**src/rtl/cpu_pkg.sv**
```systemverilog
// Shared definitions for the simple-CPU sequencer: state codes, opcodes,
// bus source/destination codes and instruction field positions.
package cpu_pkg;

    typedef enum logic [4:0] {
        S_IDLE   = 5'd0,
        S_LOAD   = 5'd1,
        S_MOV    = 5'd2,
        S_ARA    = 5'd3,
        S_ARG    = 5'd4,
        S_ARW    = 5'd5,
        S_FETCH  = 5'd6,
        S_DECODE = 5'd7,
        S_BRANCH = 5'd8,
        S_HALT   = 5'd9
    } state_t;

    localparam logic [2:0] OP_LOAD = 3'd0;
    localparam logic [2:0] OP_MOV  = 3'd1;
    localparam logic [2:0] OP_ADD  = 3'd2;
    localparam logic [2:0] OP_SUB  = 3'd3;
    localparam logic [2:0] OP_BRZ  = 3'd4;
    localparam logic [2:0] OP_HALT = 3'd7;

    localparam logic [3:0] BUS_NONE = 4'd0;
    localparam logic [3:0] BUS_G    = 4'd9;
    localparam logic [3:0] BUS_IMM  = 4'd10;
    localparam logic [3:0] BUS_A    = 4'd10;
    localparam logic [3:0] BUS_MAX  = 4'd10;

    localparam int OP_MSB  = 22;
    localparam int OP_LSB  = 20;
    localparam int RD_MSB  = 19;
    localparam int RD_LSB  = 16;
    localparam int RS_MSB  = 15;
    localparam int RS_LSB  = 12;
    localparam int IMM_MSB = 11;
    localparam int IMM_LSB = 0;

    // Codes above the last defined bus slot must never reach the bus.
    function automatic logic [3:0] bus_code(input logic [3:0] c);
        return (c > BUS_MAX) ? BUS_NONE : c;
    endfunction

endpackage

```
**src/rtl/cpu_seq_ctrl_seq_out_decode.sv**
```systemverilog
// Combinational bus-control decode: maps the current state and the
// instruction register fields to the bus source, destination and ALU op.
module seq_out_decode
    import cpu_pkg::*;
(
    input  state_t     state,
    input  logic [2:0] op,
    input  logic [3:0] rd,
    input  logic [3:0] rs,
    output logic [3:0] tribuf,
    output logic [3:0] r_en,
    output logic       alu_sub
);

    always_comb begin
        // NOTE: every output gets a default before the case so no path leaves
        // a variable unassigned, which would otherwise infer a latch.
        tribuf  = BUS_NONE;
        r_en    = BUS_NONE;
        alu_sub = 1'b0;
        case (state)
            S_LOAD: begin
                tribuf = BUS_IMM;
                r_en   = bus_code(rd);
            end
            S_MOV: begin
                tribuf = bus_code(rs);
                r_en   = bus_code(rd);
            end
            S_ARA: begin
                tribuf = bus_code(rd);
                r_en   = BUS_A;
            end
            S_ARG: begin
                tribuf  = bus_code(rs);
                r_en    = BUS_G;
                alu_sub = (op == OP_SUB);
            end
            S_ARW: begin
                tribuf = BUS_G;
                r_en   = bus_code(rd);
            end
            default: ;
        endcase
    end

endmodule

```
**src/rtl/cpu_seq_ctrl.sv**
```systemverilog
// Multi-cycle instruction sequencer: fetch handshake, instruction register
// and the state machine that owns the shared bus and datapath strobes.
module cpu_seq_ctrl
    import cpu_pkg::*;
#(
    parameter int IW = 23
) (
    input  logic          clk,
    input  logic          rst_n,
    input  logic          run,
    output logic          instr_req,
    input  logic          instr_valid,
    input  logic [IW-1:0] instr,
    input  logic          zero,
    output logic [4:0]    state,
    output logic [3:0]    tribuf,
    output logic [3:0]    r_en,
    output logic          alu_sub,
    output logic          PC_step,
    output logic          branch,
    output logic          done,
    output logic          err
);

    state_t        state_q, state_d;
    logic [IW-1:0] ir_q;
    logic          ir_load;
    logic [2:0]    op;
    logic          op_illegal;
    logic          unused_imm;

    assign op         = ir_q[OP_MSB:OP_LSB];
    assign op_illegal = !(op inside {OP_LOAD, OP_MOV, OP_ADD, OP_SUB, OP_BRZ, OP_HALT});
    // The immediate is routed to the PC/datapath outside this block.
    assign unused_imm = ^ir_q[IMM_MSB:IMM_LSB];

    always_ff @(posedge clk or negedge rst_n) begin
        // NOTE: registered state uses non-blocking assignments so every flop
        // samples the pre-edge values, independent of statement order.
        if (!rst_n) begin
            state_q <= S_IDLE;
            ir_q    <= '0;
        end else begin
            state_q <= state_d;
            if (ir_load) ir_q <= instr;
        end
    end

    always_comb begin
        state_d = state_q;
        ir_load = 1'b0;
        case (state_q)
            S_IDLE:  if (run) state_d = S_FETCH;
            S_FETCH: begin
                // An instruction arriving as run drops is still accepted.
                if (instr_valid) begin
                    state_d = S_DECODE;
                    ir_load = 1'b1;
                end else if (!run) begin
                    state_d = S_IDLE;
                end
            end
            S_DECODE: begin
                case (op)
                    OP_LOAD:        state_d = S_LOAD;
                    OP_MOV:         state_d = S_MOV;
                    OP_ADD, OP_SUB: state_d = S_ARA;
                    OP_BRZ:         state_d = S_BRANCH;
                    OP_HALT:        state_d = S_HALT;
                    default:        state_d = run ? S_FETCH : S_IDLE;
                endcase
            end
            S_ARA:   state_d = S_ARG;
            S_ARG:   state_d = S_ARW;
            S_LOAD, S_MOV, S_ARW, S_BRANCH:
                     state_d = run ? S_FETCH : S_IDLE;
            S_HALT:  state_d = S_HALT;
            default: state_d = S_IDLE;
        endcase
    end

    seq_out_decode u_out_decode (
        .state   (state_q),
        .op      (op),
        .rd      (ir_q[RD_MSB:RD_LSB]),
        .rs      (ir_q[RS_MSB:RS_LSB]),
        .tribuf  (tribuf),
        .r_en    (r_en),
        .alu_sub (alu_sub)
    );

    assign state     = state_q;
    assign instr_req = (state_q == S_FETCH);
    assign PC_step   = (state_q == S_FETCH) && instr_valid;
    assign branch    = (state_q == S_BRANCH) && zero;
    assign err       = (state_q == S_DECODE) && op_illegal;
    assign done      = (state_q inside {S_LOAD, S_MOV, S_ARW, S_BRANCH}) || err;

endmodule

```
**config.mk**
```make
export PLATFORM = sky130hd
export DESIGN_NAME = cpu_seq_ctrl
export DESIGN_NICKNAME = d
export VERILOG_FILES = /design/src/rtl/cpu_pkg.sv /design/src/rtl/cpu_seq_ctrl_seq_out_decode.sv /design/src/rtl/cpu_seq_ctrl.sv
export SDC_FILE = /design/constraint.sdc
export NUM_CORES = 1
export LEC_CHECK = 0
export BUFFER_PORTS_ARGS = -buffer_cell sky130_fd_sc_hd__buf_2
export CORE_MARGIN = 2
export CORE_UTILIZATION = 42
export DETAILED_ROUTE_END_ITERATION = 6
export PLACE_DENSITY_LB_ADDON = 0.12
export SKIP_LAST_GASP = 1
export SYNTH_ARGS = -nofsm -noshare
export SYNTH_HDL_FRONTEND = slang
export SYNTH_SLANG_ARGS = --single-unit
export TNS_END_PERCENT = 20
```
**constraint.sdc**
```tcl
create_clock -name clk -period 1.5 [get_ports clk]
set_clock_uncertainty 0.05 [all_clocks]
set_input_delay 0.225 -clock clk [delete_from_list [all_inputs] [get_ports clk]]
set_output_delay 0.225 -clock clk [all_outputs]
set_load 0.01 [all_outputs]
```
==> impl_metrics.py <==
metrics = {
    "setup_path": {
        "required_ns": 1.22,
        "critical_path_class": "flip-flop to output pin",
        "cp_max_fo": 7,
        "cp-end-kind": "output pin",
        "cp-start-kind": "flip-flop",
        "arrival_ns": 1.65,
    },
    "clock_network": {
        "path_clk_slew_ns": 0.10,
        "clock_latency_ns": 0.30,
        "numCtsBuffers": 3,
        "cts.sinks": 15,
        "clockBufferDepth": 2,
        "cts_tree": "yes",
        "cts-root-buf": "clkbuf_4",
        "cts-htree-levels": 1,
    },
    "finish": {
        "layout-drive-gt1-share": 0.522,
        "antennaDiodeCount": 0,
        "instances_no_fill": 210,
        "final_nets": 209,
        "syn_to_final_growth_pct": 45.7,
    },
    "timing": {
        "hold_viol": 0,
        "setup_viol": 18,
        "drv_slew": 0,
        "clock.fmax_mhz": 521,
        "fin_crit_ns": 1.92,
        "setup_slack_ns": -0.421,
        "fin_crit_sh": 1.28,
        "rsz0062_at_grt": "true",
        "finalSetupTns_ns": -4.50,
    },
    "floorplan": {
        "initial_core_util": 0.442,
        "coreArea_sq_um": 2480,
        "io_pins": 47,
        "die_y_microns": 55.1,
        "die_w_microns": 55.1,
        "die-area_sq_um": 3030,
        "row_count": 18,
    },
    "placement": {
        "gp_congestion": 0.977,
        "place.port_buffers": 33,
        "dp_hpwl_microns": 2380,
        "place_inst": 204,
    },
    "global_routing": {
        "grt-ovfl-total": 0,
        "grt_pass1_vias": 1058,
        "antenna_found_initial": 0,
        "grt_usage": 0.227,
        "grt_max_degree": 16,
        "grt_pass1_wl_microns": 4810,
    },
    "power_and_ir_drop": {
        "power_w": 0.00365,
        "p_leak_nw": 0.791,
        "irDropWorstVdd_uv": 1460,
        "power.density_nw_per_um2": 2290,
    },
    "run": {
        "drv_cap": 0,
    },
    "synth": {
        "ys_warn_count": 0,
        "ys_seq_elements": 15,
        "synth.yosys.seq_area_share": 0.342,
        "synth_cell_types": 48,
        "synthCells": 120,
        "async_reset_ff_frac": 1.00,
        "syn_area_sq_um": 1100,
        "synth-edff-count": 0,
        "avgSynthCellArea_sq_um": 9.13,
        "syn_nets": 148,
        "ys.flop_type": "dfrtp_1",
    },
    "route": {
        "routed_wl_microns": 3190,
        "drtAntennaViolNets": 0,
        "drc_errors": 0,
        "vias": 1179,
        "firstDrtPassIters": 4,
        "drt-wirelength-per-cell_microns": 15.2,
        "vias_per_cell": 5.61,
        "drtIter0Drc": 47,
    },
    "hold_path": {
        "hold_path_class": "input port to flip-flop",
    },
    "outcome": {
        "status": "finished with violations",
        "violations": "setup timing",
    },
}
[worst max-delay path: stages (launching register included)]
cell	delay, ns
dfrtp_2	0.46
buf_4	0.18
xnor2_1	0.13
o32a_1	0.31
o31ai_2	0.08
buf_2	0.18
[placed cells by master, fill, tap and decap left out, types with 2 or more instances in the layout]
cell / count
clkbuf_4: 3
mux2_4: 9
dfrtp_1: 12
nor2b_1: 3
o32ai_1: 2
nor2_1: 5
buf_4: 27
a32o_1: 2
buf_2: 33
nor3_1: 2
nand2_1: 13
buf_6: 2
o21ai_0: 8
dfrtp_2: 3
nand3_1: 2
nand2b_1: 3
inv_1: 4
a21oi_1: 5
a22oi_1: 2
xnor2_1: 2
mux2_1: 2
[where the power goes]
group          switching, W  internal, W  leakage (nW)  total, W
clock              0.000148    0.0000994        0.0177  0.000248
sequential         0.000234     0.000608         0.179  0.000842
combinational       0.00122      0.00135         0.594   0.00256
total               0.00160      0.00205         0.791   0.00365
[final cells by class]
cell class / count / area, sq um
Clock buffer: 3 / 22.5
Inverter: 5 / 18.8
Sequential cell: 15 / 379
Tap cell: 30 / 37.5
Timing Repair Buffer: 64 / 420
Clock inverter: 1 / 5.00
Fill cell: 210 / 881
Multi-Input combinational cell: 92 / 713
[cells in the mapped netlist, types with 2 or more instances]
cell type / number / share of area
a22oi_1: 2 / 0.014
dfrtp_1: 15 / 0.34
a31oi_1: 2 / 0.011
o32ai_1: 2 / 0.016
nor4_1: 2 / 0.011
a21oi_1: 6 / 0.027
nand3_1: 2 / 0.0091
buf_2: 4 / 0.018
nor3_1: 2 / 0.0091
mux2_1: 2 / 0.021
nor2_1: 7 / 0.024
xnor2_1: 2 / 0.016
o21ai_0: 8 / 0.037
nand2b_1: 3 / 0.017
nand2_1: 13 / 0.045
a32o_1: 2 / 0.018
nor2b_1: 3 / 0.017
inv_1: 4 / 0.014
o31ai_1: 2 / 0.014
mux2_4: 9 / 0.12
[cell families (layout without fill, tap and decap cells)]
family                 Yosys count  count (layout)  share of synthesized area
AND/OR/NAND/NOR                 41              41                      0.200
AO/OA/AOI/OAI                   37              37                      0.235
flip-flops                      15              15                      0.342
buffers and inverters           13              73                     0.0593
multiplexers                    11              11                      0.144
XOR/XNOR                         2               2                     0.0160
other                            1               1                    0.00342
[metal layers]
metal | GRT usage | vias to the layer above | part of all wire
met5 | 0 | - | 0
met4 | 0.102 | 0 | 0.017
met3 | 0.0403 | 7 | 0.073
met2 | 0.355 | 57 | 0.48
met1 | 0.306 | 553 | 0.43
li1 | - | 562 | -
[state kept, by name (all words and copies together), names as in the netlist]
register / count
ir_q: 11
state: 4
[through the flow]
stage / worst slack [ns] / util / instance area, sq um / hold WS [ns]
after global placement: -0.0904 / 0.601 / 1490 / 0.101
after CTS: -0.388 / 0.623 / 1540 / 0.0960
final: -0.421 / 0.644 / 1600 / 0.0993
after detailed placement: -0.115 / 0.601 / 1490 / 0.106
after global routing: -0.475 / 0.644 / 1600 / 0.0876
after floorplan: -0.0856 / - / 1110 / -0.121
[worst paths after layout]
kind | depth (start not counted) | to | startpoint | slack (ns)
setup / recovery | 5 | done | state[1] | -0.42
hold / removal | 2 | ir_q[20] | instr[20] | 0.1
setup reg to reg | 6 | state[1] | state[1] | -0.17
hold reg to reg | 1 | ir_q[17] | ir_q[17] | 0.52
max in group asynchronous | 2 | state[2] | rst_n | 0.81
min in group asynchronous | 2 | ir_q[17] | rst_n | 0.31
[repair_timing]
action	in CTS	in global routing
setup endpoints to repair	18	28
pin swaps	0	5
hold endpoints to repair	15	0
gates resized for setup	5	12
buffers inserted	0	1
hold buffers	1	0
No activity file was read; power rests on OpenSTA's default activity.
